**src/rtl/sprite_write_scheduler.sv**
```systemverilog
// sprite_write_scheduler: queues CPU writes to sprite registers and replays
// them onto the display controller register port in arrival order.
// Optional feature macro: SPRITE_WRITE_DEFER_EN
//   defined   - entries are replayed only while in_vblank_i is high, starting
//               on its rising edge; frame_committed_o pulses when the queue
//               empties within a vblank.
//   undefined - the queue drains whenever it is non-empty, in_vblank_i is
//               ignored and frame_committed_o is tied low.
module sprite_write_scheduler #(
    parameter int FIFO_DEPTH  = 8,
    parameter int INDEX_WIDTH = 12,
    parameter int DATA_WIDTH  = 16
) (
    input  logic                          clk,
    input  logic                          reset,
    input  logic                          cpu_write_i,
    input  logic [INDEX_WIDTH-1:0]        cpu_index_i,
    input  logic [DATA_WIDTH-1:0]         cpu_value_i,
    output logic                          cpu_ready_o,
    input  logic                          in_vblank_i,
    output logic                          register_write_o,
    output logic [INDEX_WIDTH-1:0]        register_index_o,
    output logic [DATA_WIDTH-1:0]         register_write_value_o,
    output logic [$clog2(FIFO_DEPTH):0]   pending_o,
    output logic                          overflow_o,
    output logic                          frame_committed_o
);

    localparam int AW = $clog2(FIFO_DEPTH);
    localparam int EW = INDEX_WIDTH + DATA_WIDTH;
    localparam logic [AW:0] FULL_COUNT = (AW + 1)'(FIFO_DEPTH);

    logic [EW-1:0] mem [FIFO_DEPTH];
    logic [AW-1:0] wr_ptr_q;
    logic [AW-1:0] rd_ptr_q;
    logic [AW:0]   count_q;
    logic [AW:0]   count_next;
    logic          full;
    logic          empty;
    logic          push;
    logic          pop;

    assign full  = (count_q == FULL_COUNT);
    assign empty = (count_q == '0);

    // A pop in the same cycle frees a slot, so a write while full is accepted then.
    assign push = cpu_write_i && (!full || pop);

    assign pending_o = count_q;

`ifdef SPRITE_WRITE_DEFER_EN
    typedef enum logic [1:0] {
        IDLE  = 2'd0,
        DRAIN = 2'd1,
        HOLD  = 2'd2
    } state_t;

    state_t state_q;
    state_t state_next;
    logic   vblank_q;

    // State register and vblank edge-detect history.
    always_ff @(posedge clk or posedge reset) begin
        if (reset) begin
            state_q  <= IDLE;
            vblank_q <= 1'b0;
        end else begin
            state_q  <= state_next;
            vblank_q <= in_vblank_i;
        end
    end

    // Next state, pop request and commit pulse; vblank ending beats an empty queue.
    always_comb begin
        state_next        = state_q;
        pop               = 1'b0;
        frame_committed_o = 1'b0;
        case (state_q)
            IDLE: begin
                if (in_vblank_i && !vblank_q) begin
                    state_next = DRAIN;
                end
            end
            DRAIN: begin
                if (!in_vblank_i) begin
                    state_next = IDLE;
                end else if (empty) begin
                    frame_committed_o = 1'b1;
                    state_next        = HOLD;
                end else begin
                    pop = 1'b1;
                end
            end
            HOLD: begin
                if (!in_vblank_i) begin
                    state_next = IDLE;
                end
            end
            default: begin
                state_next = IDLE;
            end
        endcase
    end
`else
    logic unused_vblank;

    assign unused_vblank     = in_vblank_i;
    assign pop               = !empty;
    assign frame_committed_o = 1'b0;
`endif

    // Occupancy update from the push/pop pair.
    always_comb begin
        count_next = count_q;
        case ({push, pop})
            2'b10:   count_next = count_q + (AW + 1)'(1);
            2'b01:   count_next = count_q - (AW + 1)'(1);
            default: count_next = count_q;
        endcase
    end

    // Queue storage; no reset needed since occupancy guards every read.
    always_ff @(posedge clk) begin
        if (push) begin
            mem[wr_ptr_q] <= {cpu_index_i, cpu_value_i};
        end
    end

    // Pointers, occupancy, status flags and registered replay port.
    always_ff @(posedge clk or posedge reset) begin
        if (reset) begin
            wr_ptr_q               <= '0;
            rd_ptr_q               <= '0;
            count_q                <= '0;
            cpu_ready_o            <= 1'b0;
            overflow_o             <= 1'b0;
            register_write_o       <= 1'b0;
            register_index_o       <= '0;
            register_write_value_o <= '0;
        end else begin
            if (push) begin
                wr_ptr_q <= wr_ptr_q + AW'(1);
            end
            if (pop) begin
                rd_ptr_q <= rd_ptr_q + AW'(1);
                {register_index_o, register_write_value_o} <= mem[rd_ptr_q];
            end
            if (cpu_write_i && !push) begin
                overflow_o <= 1'b1;
            end
            count_q          <= count_next;
            cpu_ready_o      <= (count_next != FULL_COUNT);
            register_write_o <= pop;
        end
    end

endmodule

```
**config.mk**
```make
export PLATFORM = sky130hd
export DESIGN_NAME = sprite_write_scheduler
export DESIGN_NICKNAME = d
export VERILOG_FILES = /design/src/rtl/sprite_write_scheduler.sv
export SDC_FILE = /design/constraint.sdc
export NUM_CORES = 1
export LEC_CHECK = 0
export ABC_AREA = 1
export CAP_MARGIN = 20
export CORE_MARGIN = 2
export CORE_UTILIZATION = 53
export DETAILED_ROUTE_END_ITERATION = 16
export HOLD_SLACK_MARGIN = 0.1
export PLACE_DENSITY = 0.74
export SETUP_SLACK_MARGIN = 0.1
export SYNTH_ARGS = -nofsm -noshare
export SYNTH_HDL_FRONTEND = slang
export SYNTH_SLANG_ARGS = --single-unit
```
**constraint.sdc**
```tcl
create_clock -name clk -period 2.45 [get_ports clk]
set_clock_uncertainty 0.2 [all_clocks]
set_input_delay 0.735 -clock clk [delete_from_list [all_inputs] [get_ports clk]]
set_output_delay 0.735 -clock clk [all_outputs]
set_load 0.1 [all_outputs]
```
==> results.toml <==
[layout]
nFillCells = 1413
mostFrequentLayoutCells = "edfxtp_1, nand2_1, inv_1"
layout_commonest_cell = "edfxtp_1"
nets = 977
area_delta_synth_final_pct = 21.3
final_cells = 1230
drive_above_1_share_pct = 15.4
antenna-diode-count = 0

[worst_setup_path]
crit_chain = "clkdlybuf4s50_1, nor2_2, ha_1, a21oi_1, nand3_1, nand2_1, nand2_1, a21boi_1, nand2_1"
worst_setup_path_end_kind = "flip-flop"
path_class = "in -> reg"
worstPathRequired_ns = 2.65
worstPathArrival_ns = 2.43
cp_top_family = "buffers and inverters"
start_kind = "primary input"
max_stage_delay_ns = 0.58
path_buf_inv = 1
worstPathMaxFanout = 5
critPathSlowestCell = "clkdlybuf4s50_1"
crit_top_cell = "nand2_1"

[power_and_ir_drop]
p_leak_nw = 5.09
ir_worst_vdd_mv = 1.04
power_mw = 17.7
powerDensity_nw_per_um2 = 1350

[synth]
synth-seq-cells = 265
synth_top_flop_cell = "edfxtp_1"
syn_area_um2 = 10800
syn-mean-instance-area_um2 = 12.5
synth_mux_area_share_pct = 0
yosysSeqAreaShare_pct = 71.8
synth_xor_area_share_pct = 0.324
synth-edff-count = 224
syn-num-nets = 904
synthArstFlopShare_pct = 15.5
synth_top_family_by_area = "compound AO/OA/AOI/OAI gates"
synth_compound_area_share_pct = 9.98
ys_types = 27
yosysWarnings = 0
synthAdderAreaFrac_pct = 0.649
synthSimpleGateAreaFrac_pct = 9.46
syn_inst = 867

[timing]
fin_crit_ns = 2.23
finalHoldViolations = 0
setup_ws_ns = 0.220
min_period_over_period_pct = 91.0
timing.fmax_mhz = 449
whs_ns = 0.176
drv_slew = 0
setup_viol = 0
rsz0062_at_grt = "false"

[clocking]
post-cts-setup-buffers = 0
cts_sinks = 265
postCtsHoldBufs = 0
htreeDepth = 1
clock_latency_ns = 0.52
cts_buffer_depth = 3
cts_root_buf = "clkbuf_16"
cts_tree = "built"
cts_made_buffers = 26
cts.clk_slew.worst_paths_ns = 0.06

[place]
dpl.hpwl_um = 12600
gp_congestion = 0.773
dp_slack_ns = -0.317
dp_cells = 1182
io_buffers = 65

[floorplanning]
die_w_um = 147
core_um2 = 20100
ios = 68
start_util_pct = 53.7
row_count = 52
die_height_um = 147
die_area_um2 = 21500

[global_route]
grt_pass1_wl_um = 34000
grtUsageMet1_pct = 27.2
groute.usage.overall_pct = 19.9
grt_pass1_vias = 6551
grt-busiest-layer = "met2"
use_met3_pct = 2.76
grt_max_degree = 49
antenna_found_initial = 0
grt_overflow = 0
use_met2_pct = 34.2

[drt]
route.detailed.drc = 0
wirelength_um = 21000
drt_iter0_drc = 551
postRouteAntennaNets = 0
viasPerCell = 5.30
vias = 6517
wl_per_cell_um = 17.1
drtPass1Iterations = 5

[hold_path]
hold_class = "reg -> reg"

[run]
drv_cap = 0

[status]
status = "completed"
path summary, 6_finish.rpt:
kind                              startpoint  cells after the start  slack [ns]            to
min in group asynchronous              reset                      3        0.38  pending_o[3]
worst min-delay path              overflow_o                      0        0.18    overflow_o
worst min register to register    overflow_o                      0        0.18    overflow_o
worst max register to register  pending_o[0]                     11        0.27   cpu_ready_o
max in group asynchronous              reset                      3        1.44   rd_ptr_q[1]
worst max-delay path             cpu_write_i                      9        0.22   cpu_ready_o
area by class of cell:
class                           count  area, um^2  share of cell area, %
Multi-Input combinational cell    423        2270                   17.3
Clock inverter                     11        88.8                  0.678
Sequential cell                   265        7770                   59.3
Inverter                          126         473                   3.61
Clock buffer                       37         753                   5.75
Tap cell                          270         338                   2.58
Timing Repair Buffer               98        1410                   10.8
what timing repair did:
item                       4_1_cts  5_1_grt
hold endpoints to repair         0        0
gates resized for setup          0        1
setup endpoints to repair        0        1
flip-flops by register name (all words and copies together) (netlist names):
register and flops:
rd_ptr_q 3, pending_o 4, mem 224, wr_ptr_q 3, register_write_o 1, register_write_value_o 16, cpu_ready_o 1, register_index_o 12
overflow_o 1
layer usage:
layer  share of wire (%)  wire [um]  vias to the layer above
met2                  51      10700                      208
met3                 5.8       1230                       31
met1                  42       8740                     3131
met5                   0          0                        -
met4                 1.5        321                        0
li1                    -          -                     3147
metrics by stage:
step | setup TNS [ns] | cell area (um^2) | utilization (%)
2_1_floorplan | 0 | 10900 | -
3_3_place_gp | -29.30 | 12300 | 61.0
3_5_place_dp | -36.26 | 12300 | 61.0
4_1_cts | 0 | 13100 | 65.2
5_1_grt | 0 | 13100 | 65.2
6_report | 0 | 13100 | 65.2
report_power, final:
| group | internal, mW | switching (mW) |
|---|---|---|
| combinational | 2.61 | 4.89 |
| sequential | 5.70 | 0.675 |
| clock | 2.25 | 1.60 |
logic make-up (layout without fill, tap and decap cells):
logic type               after synthesis  after routing
AO/OA/AOI/OAI                        172            172
buffers and inverters                179            272
other                                  1              1
adder cells (fa/ha/maj)                5              5
flip-flops                           265            265
AND/OR/NAND/NOR                      241            241
XOR/XNOR                               4              4
Yosys cell counts (2+ instances only):
master / n / share of area [%]
o21ai_1: 31 / 1.4
clkbuf_1: 9 / 0.31
inv_1: 125 / 4.3
dfrtp_1: 41 / 9.5
a21oi_1: 49 / 2.3
o211ai_1: 47 / 3.3
clkbuf_2: 2 / 0.093
buf_6: 15 / 1.6
a21oi_2: 8 / 0.65
buf_4: 4 / 0.28
o21ai_0: 27 / 1.3
xor2_1: 3 / 0.24
nand3_1: 90 / 4.2
edfxtp_1: 224 / 62
buf_2: 22 / 1.0
nand2_1: 137 / 4.8
nor2_1: 12 / 0.42
ha_1: 4 / 0.46
o211ai_2: 9 / 1.0
Power figures use the tool's default switching activity.
